### src/rtl/instr_fetch_queue.sv
// instr_fetch_queue: instruction fetch front-end.
// Owns the program counter and issues one word read per cycle to an instruction memory with a
// fixed one-cycle read latency. Returned words are buffered with their PCs in a DEPTH-entry
// FIFO, and the core pops them with a valid/ready handshake. A redirect flushes all buffered
// and in-flight words and restarts fetch at the new PC.
//
// Ports:
//   clock, reset_n             clock (rising edge), synchronous active-low reset
//   imem_req, imem_addr        read strobe and word-aligned address to instruction memory
//   imem_rdata                 read data, valid the cycle after imem_req
//   redirect_valid/_pc         one-cycle flush-and-restart pulse with target PC
//   instr_valid/_ready         head-entry handshake with the core
//   instr_out, instr_pc        head instruction word and its PC (zero when empty)
//   queue_count                occupied FIFO entries
//   perf_fetched, perf_stall   optional performance counters (FETCHQ_PERF_CNT_EN)
//
// Optional feature macro: FETCHQ_PERF_CNT_EN adds the two performance counter outputs.
module instr_fetch_queue #(
  parameter int unsigned DEPTH    = 4,
  parameter logic [31:0] RESET_PC = 32'h0000_0000
) (
  input  logic                         clock,
  input  logic                         reset_n,
  output logic                         imem_req,
  output logic [31:0]                  imem_addr,
  input  logic [31:0]                  imem_rdata,
  input  logic                         redirect_valid,
  input  logic [31:0]                  redirect_pc,
  output logic                         instr_valid,
  input  logic                         instr_ready,
  output logic [31:0]                  instr_out,
  output logic [31:0]                  instr_pc,
  output logic [$clog2(DEPTH+1)-1:0]   queue_count
`ifdef FETCHQ_PERF_CNT_EN
  ,
  output logic [31:0]                  perf_fetched,
  output logic [31:0]                  perf_stall
`endif
);

  localparam int unsigned PtrW = $clog2(DEPTH);
  localparam int unsigned CntW = $clog2(DEPTH + 1);
  localparam logic [CntW:0] DepthOcc = DEPTH[CntW:0];

  logic [31:0]     pcQ;
  logic            inflightQ;
  logic [31:0]     inflightPcQ;
  logic [31:0]     memWord [DEPTH];
  logic [31:0]     memPc   [DEPTH];
  logic [PtrW-1:0] wrPtrQ;
  logic [PtrW-1:0] rdPtrQ;
  logic [CntW-1:0] countQ;
  logic [CntW:0]   occupancy;
  logic            push;
  logic            pop;
  logic            unusedRedirectLsbs;

  assign unusedRedirectLsbs = ^redirect_pc[1:0];

  // Reserve a slot for the in-flight word so a response never lands in a full FIFO.
  assign occupancy = {1'b0, countQ} + {{CntW{1'b0}}, inflightQ};
  assign imem_req  = reset_n & ~redirect_valid & (occupancy < DepthOcc);
  assign imem_addr = pcQ;

  // Responses and pops arriving in a redirect cycle are discarded.
  assign push = inflightQ & ~redirect_valid;
  assign pop  = instr_valid & instr_ready & ~redirect_valid;

  assign instr_valid = (countQ != '0);
  assign instr_out   = instr_valid ? memWord[rdPtrQ] : 32'h0;
  assign instr_pc    = instr_valid ? memPc[rdPtrQ]   : 32'h0;
  assign queue_count = countQ;

  always_ff @(posedge clock) begin
    if (!reset_n) begin
      pcQ         <= RESET_PC;
      inflightQ   <= 1'b0;
      inflightPcQ <= 32'h0;
      wrPtrQ      <= '0;
      rdPtrQ      <= '0;
      countQ      <= '0;
    end else if (redirect_valid) begin
      pcQ       <= {redirect_pc[31:2], 2'b00};
      inflightQ <= 1'b0;
      wrPtrQ    <= '0;
      rdPtrQ    <= '0;
      countQ    <= '0;
    end else begin
      inflightQ <= imem_req;
      if (imem_req) begin
        pcQ         <= pcQ + 32'd4;
        inflightPcQ <= pcQ;
      end
      if (push) wrPtrQ <= wrPtrQ + 1'b1;
      if (pop)  rdPtrQ <= rdPtrQ + 1'b1;
      case ({push, pop})
        2'b10:   countQ <= countQ + 1'b1;
        2'b01:   countQ <= countQ - 1'b1;
        default: countQ <= countQ;
      endcase
    end
  end

  // Storage needs no reset: outputs are masked while the FIFO is empty.
  always_ff @(posedge clock) begin
    if (reset_n && push) begin
      memWord[wrPtrQ] <= imem_rdata;
      memPc[wrPtrQ]   <= inflightPcQ;
    end
  end

`ifdef FETCHQ_PERF_CNT_EN
  logic [31:0] perfFetchedQ;
  logic [31:0] perfStallQ;

  always_ff @(posedge clock) begin
    if (!reset_n) begin
      perfFetchedQ <= 32'h0;
      perfStallQ   <= 32'h0;
    end else begin
      if (pop)          perfFetchedQ <= perfFetchedQ + 32'd1;
      if (!instr_valid) perfStallQ   <= perfStallQ + 32'd1;
    end
  end

  assign perf_fetched = perfFetchedQ;
  assign perf_stall   = perfStallQ;
`endif

endmodule
### config.mk
export PLATFORM = sky130hd
export DESIGN_NAME = instr_fetch_queue
export DESIGN_NICKNAME = d
export VERILOG_FILES = /design/src/rtl/instr_fetch_queue.sv
export SDC_FILE = /design/constraint.sdc
export NUM_CORES = 1
export LEC_CHECK = 0
export BUFFER_PORTS_ARGS = -buffer_cell sky130_fd_sc_hd__buf_2
export CORE_AREA = 2 2 183 185
export CTS_CLUSTER_SIZE = 28
export DETAILED_ROUTE_END_ITERATION = 16
export DIE_AREA = 0 0 185 187
export GPL_TIMING_DRIVEN = 0
export PLACE_DENSITY = 0.58
export SLEW_MARGIN = 20
export SYNTH_ARGS = -nofsm -noshare
export SYNTH_HDL_FRONTEND = slang
export SYNTH_SLANG_ARGS = --single-unit
### constraint.sdc
create_clock -name clock -period 3.06 [get_ports clock]
set_input_delay 0.153 -clock clock [delete_from_list [all_inputs] [get_ports clock]]
set_output_delay 0.153 -clock clock [all_outputs]
set_load 0.01 [all_outputs]
==> flow_summary.json, run 1 <==
{
  "r2r_start": "imem_addr[10]$_SDFFE_PN0P_",
  "grt_first_pass_wirelength_mm": 45.7,
  "fmax_mhz": 358,
  "power.density_nw_per_um2": 607,
  "hold_viol": 0,
  "grt_max_degree": 39,
  "clk_latency_ns": 0.51,
  "clock_sinks": 318,
  "hp-start": "redirect_pc[3]",
  "antenna_found_initial": 0,
  "antenna_left": 0,
  "initial_utilization_pct": 38.5,
  "dieWidth_um": 185,
  "tightest_slew_ns": 0.701,
  "cts_tree": "yes",
  "grt_use_met3_pct": 3.33,
  "syn_area_per_cell_um2": 15.5,
  "areaGrowthSynthToFinish_pct": 26.6,
  "synth_area_um2": 12600,
  "nFillCells": 2867,
  "slew_viol_final": 0,
  "ios": 169,
  "met2_usage_pct": 27.7,
  "synthCells": 814,
  "cp-start-kind": "flop",
  "status": "complete, no violations",
  "htreeDepth": 2,
  "finalWirelength_mm": 29.7,
  "dr.first_iter.drc_count": 491,
  "r2r_cells": 6,
  "crit_path_max_incr_delay_ns": 0.61,
  "critPathCaptureType": "output port",
  "multi_input_area_um2": 3550,
  "hold_end": "imem_addr[3]$_SDFFE_PN0P_",
  "fin_skew_ns": 0.0219,
  "hpwl_mm": 19.2,
  "vdd_ir_drop_max_mv": 0.321,
  "worstSetupPathType": "flop to output port",
  "layout.nets": 1155,
  "yosysSeqAreaShare_pct": 70.0,
  "die_area_um2": 34600,
  "tns_ns": 0,
  "grt_pass1_vias": 7974,
  "fin_crit_sh_pct": 91.3,
  "via_per_inst": 5.06,
  "numCtsBuffers": 35,
  "r2r_end": "imem_addr[31]$_SDFFE_PN0P_",
  "hold_depth": 3,
  "critical_path.cell_chain": "buf_1 > clkbuf_1 > mux4_2 > nor2b_1 > buf_2",
  "r2r_slack_ns": 0.34,
  "diodes": 0,
  "drv_cap": 0,
  "wl_per_cell_um": 19.1,
  "die_h_um": 187,
  "hold_class": "input port to flop",
  "setup_viol": 0,
  "cp_slowest_cell": "clkbuf_1",
  "clk_pin_slew_worst_paths_ns": 0.06,
  "vias": 7863,
  "final_common_cell": "edfxtp_1",
  "fin_crit_ns": 2.79,
  "ys.warnings.count": 0,
  "crit_fanout": 10,
  "instances_no_fill": 1554,
  "mostFrequentLayoutCells": "edfxtp_1 (248), buf_2 (173), nand2_1 (86), dfxtp_1 (70)",
  "gp_congestion": 0.919,
  "final-seq-area_um2": 8850,
  "firstDrtPassIters": 5,
  "dp_cells": 1433,
  "placed_area_um2": 14100,
  "cp_num_buf_inv": 3,
  "finalPower_mw": 9.71,
  "overflow": 0,
  "core_um2": 32900,
  "synth_edf_count": 248,
  "design_area_um2": 16000,
  "drc": 0,
  "cp_top_family": "buffers and inverters",
  "synthArstFlopShare_pct": 0,
  "port_buffers": 162,
  "gr-max-usage-layer": "met2",
  "final_core_util_pct": 48.7,
  "p_leak_nw": 5.80,
  "ys_ff_latch": 318,
  "root_buffer": "clkbuf_16",
  "worst_ep_arrival_time_ns": 2.64,
  "cts.path.max_buffers": 3,
  "drive_above_1_share_pct": 28.6,
  "grt_use_total_pct": 17.2,
  "maxSlewHeadroom_pct": 53.3,
  "synthFlopType": "edfxtp_1",
  "rows": 67,
  "yosysUniqueCellTypes": 56,
  "use_met1_pct": 23.8,
  "rsz0062_at_grt": "no",
  "cp_data_required_time_ns": 2.91
}
## layout make-up
cell class	count	area share [%]
Buffer	49	1.38
Clock buffer	42	6.09
Clock inverter	21	1.81
Inverter	13	0.313
Multi-Input combinational cell	436	22.2
Sequential cell	318	55.3
Tap cell	448	3.50
Timing Repair Buffer	227	9.42
## kinds of logic after synthesis
logic type | Yosys count | share of synthesized area [%]
AO/OA/AOI/OAI | 98 | 4.76
XOR/XNOR | 11 | 0.762
adder cells (fa/ha/maj) | 7 | 0.753
buffers and inverters | 63 | 2.17
flip-flops | 318 | 70.0
multiplexers | 65 | 11.3
other | 1 | 0.0297
AND/OR/NAND/NOR | 251 | 10.2
## worst max-delay path by stage
| stage | slack (ns) | depth (start not counted) | startpoint | to |
|---|---|---|---|---|
| floorplan | 0.59 | 3 | redirect_valid | memPc[0][10]$_DFFE_PP_ |
| global placement | -1.09 | 4 | redirect_valid | memWord[1][23]$_DFFE_PP_ |
| detailed placement | 0.57 | 9 | redirect_valid | queue_count[2]$_SDFFE_PP0P_ |
| CTS | 0.05 | 5 | flop | instr_pc[5] |
| global route | 0.07 | 5 | flop | instr_out[27] |
| finish | 0.27 | 5 | flop | instr_out[27] |
## power by group
part	total [mW]	internal, mW	switching, mW
Clock	4.54	2.87	1.67
Sequential	4.76	4.69	0.0708
Combinational	0.409	0.190	0.219
## state kept, by name, indices dropped and copies added, names as in the netlist, named ones only
signal       count
memWord        128
inflightPcQ     30
inflightQ        1
imem_addr       30
wrPtrQ           2
queue_count      3
rdPtrQ           2
memPc          120
## worst reg2reg max path, delay by kind of cell, from the launching register on
family          cells  cell delay (ns)
simple gates        3             1.13
buf+inv             1             0.55
flops               1             0.51
compound gates      1             0.27
mux                 1             0.16
## stage by stage
step / hold WS [ns] / setup slack, ns
finish: 0.0109 / 0.266
global route: 0.0219 / 0.0688
CTS: 0.00431 / 0.0472
detailed placement: 0.375 / 0.574
global placement: 0.370 / -1.09
floorplan: 0.252 / 0.591
## cells in the mapped netlist (all sizes together) (3+ instances only)
cell type	instances	area share (%)
a21oi	44	1.7
a22o	3	0.21
a22oi	4	0.24
a31oi	6	0.30
and3	18	0.89
buf	18	0.82
clkbuf	32	0.95
dfxtp	70	11
edfxtp	248	59
ha	6	0.59
inv	12	0.36
mux2i	3	0.24
mux4	62	11
nand2	86	2.6
nand3	18	0.71
nand4	10	0.54
nor2	29	0.86
nor2b	62	3.1
nor3	8	0.40
nor4	5	0.30
o21a	5	0.30
o21ai	16	0.63
or3	4	0.24
or4	3	0.18
xnor2	6	0.42
xor2	5	0.35
## metal layers
metal	up-vias	wire, um
met3	41	1800
li1	3643	-
met5	-	0
met1	3896	13400
met2	283	13900
met4	0	578
## repair_timing
action	in CTS	in global routing
gates resized for setup	0	0
setup buffers	0	0
endpoints found under the hold margin	153	0
hold buffers	59	0
endpoints found under the setup margin	0	2
(Power assumes the default switching activity.)
==> run 2: changes to the inputs <==
- CORE_AREA: 2 2 183 185 -> 2 2 171 173
- DIE_AREA: 0 0 185 187 -> 0 0 173 175
- PLACE_DENSITY: 0.58 -> 0.65
==> run 2 against run 1 <==
Compared with the run above:
- non-clock buffer count down 1
- first-iteration DRC count is 35% higher
- count of clock-buffer cells in the layout grew 12
- flip-flop and latch count stayed put
- via count decreased by 0.42%
- critical path depth unchanged
- cell count fell by 4.2%
- routed wire length down 4.1%
- utilization is 7.2 points higher
- critical path type unchanged
- largest cell class unchanged
- highest routed layer unchanged
==> flow_summary.json, run 2 (same netlist as run 1, synthesis figures left out) <==
{
  "post_cts_buffers": 0,
  "hold_viol": 0,
  "power_frac_comb_pct": 4.3,
  "status": "complete, no violations",
  "clock_sinks": 318,
  "grt_pass1_vias": 7854,
  "critical_path.cell_chain": "clkbuf_1 > buf_2 > mux4_2 > nor2b_1 > buf_2",
  "p_sw_share_pct": 19.9,
  "wl_per_cell_um": 19.1,
  "grt_use_total_pct": 18.9,
  "initial_utilization_pct": 44.5,
  "gp_congestion": 0.912,
  "port_buffers": 162,
  "ctsHoldBuffers": 58,
  "overflow": 0,
  "mostFrequentLayoutCells": "edfxtp_1 (248), buf_2 (173), nand2_1 (86), dfxtp_1 (70)",
  "p_leak_nw": 5.78,
  "die_h_um": 175,
  "crit_path_max_incr_delay_ns": 0.54,
  "design_area_um2": 15900,
  "rsz0062_at_grt": "no",
  "p_int_mw": 7.63,
  "cp_slowest_cell": "mux4_2",
  "layout.nets": 1154,
  "cts.path.max_buffers": 3,
  "root_buffer": "clkbuf_16",
  "grt_max_degree": 46,
  "largest_register": "memWord",
  "antenna_left": 0,
  "clk_pin_slew_worst_paths_ns": 0.06,
  "fin_crit_ns": 2.80,
  "seq_power_share_pct": 50.0,
  "tightest_slew_ns": 0.675,
  "hpwl_mm": 18.4,
  "cts_tree": "yes",
  "htreeDepth": 2,
  "slew_viol_final": 0,
  "dr.first_iter.drc_count": 663,
  "areaGrowthSynthToFinish_pct": 25.7,
  "diodes": 0,
  "crit_fanout": 10,
  "cts-resized-gates": 0,
  "fin_skew_ns": 0.0148,
  "numCtsBuffers": 35,
  "dp_cells": 1368,
  "worst_ep_arrival_time_ns": 2.65,
  "drv_cap": 0,
  "critPathCaptureType": "output port",
  "final_common_cell": "edfxtp_1",
  "vdd_ir_drop_max_mv": 0.375,
  "antenna_found_initial": 0,
  "core_um2": 28400,
  "setup_viol": 0,
  "maxSlewHeadroom_pct": 55.0,
  "biggestRegsByFlops": "memWord: 128 flops, memPc: 120 flops",
  "hold_class": "input port to flop",
  "drive_above_1_share_pct": 28.0,
  "drc": 0,
  "rows": 62,
  "grt_first_pass_wirelength_mm": 44.4,
  "vias": 7830,
  "final_core_util_pct": 55.9,
  "instances_no_fill": 1488,
  "via_per_inst": 5.26,
  "clk_latency_ns": 0.51,
  "tns_ns": 0,
  "fmax_mhz": 357,
  "cp-start-kind": "flop",
  "finalWirelength_mm": 28.5,
  "cpMostUsedCell": "buf_2",
  "firstDrtPassIters": 5,
  "ios": 169,
  "worstSetupPathType": "flop to output port",
  "fin_crit_sh_pct": 91.5,
  "power.density_nw_per_um2": 599,
  "die_area_um2": 30300,
  "cp_data_required_time_ns": 2.91,
  "largest_reg_flops": 128,
  "dieWidth_um": 173,
  "netSwitchingPower_mw": 1.89,
  "clkPwrFrac_pct": 45.7,
  "placed_area_um2": 14100
}
run 2: power groups by stage:
stage                     logic [mW]  clock network (mW)  registers (mW)
after CTS                      0.408                4.44            4.76
after detailed placement       0.347                   0            4.85
after global placement         0.339                   0            4.85
after global routing           0.448                4.60            4.76
final                          0.408                4.35            4.76
after floorplan                0.170                   0            4.84
run 2: final cells by class:
type                            count  area [um^2]
Fill cell                        2299        12500
Inverter                           13         50.0
Buffer                             50          224
Sequential cell                   318         8850
Tap cell                          384          480
Clock inverter                      8          146
Timing Repair Buffer              225         1510
Multi-Input combinational cell    436         3550
Clock buffer                       54         1070
run 2: through the flow:
| step | hold slack (ns) | power [mW] | setup slack (ns) |
|---|---|---|---|
| final | 0.0108 | 9.52 | 0.261 |
| after floorplan | 0.252 | 5.01 | 0.591 |
| after global routing | 0.0332 | 9.82 | 0.0712 |
| after CTS | 0.0114 | 9.60 | 0.141 |
| after detailed placement | 0.370 | 5.19 | 0.643 |
| after global placement | 0.368 | 5.19 | -1.03 |
run 2: critical path, delay by kind of cell, from the launching register on:
| family | cells | cell delay [ns] |
|---|---|---|
| DFF | 1 | 0.30 |
| and+or+nand+nor | 1 | 0.18 |
| muxes | 1 | 0.54 |
| buffers and inverters | 3 | 1.12 |
run 2: worst paths after layout:
| kind | slack, ns | start | to | depth (start not counted) |
|---|---|---|---|---|
| max | 0.26 | flop | instr_pc[29] | 5 |
| min reg2reg | 0.50 | inflightPcQ[7]$_SDFFE_PN0P_ | inflightPcQ[7]$_SDFFE_PN0P_ | 2 |
| min | 0.01 | redirect_pc[4] | imem_addr[4]$_SDFFE_PN0P_ | 3 |
| max reg2reg | 0.41 | imem_addr[7]$_SDFFE_PN0P_ | imem_addr[31]$_SDFFE_PN0P_ | 6 |
run 2: metal layers:
metal  vias to the layer above  track usage [%]  share of wire [%]  wire [um]
met3                        44             3.83                6.9       1970
met2                       279             30.9                 48      13700
li1                       3635                -                  -          -
met4                         0             5.05                2.0        557
met1                      3872             26.0                 43      12300
met5                         -                0                  0          0
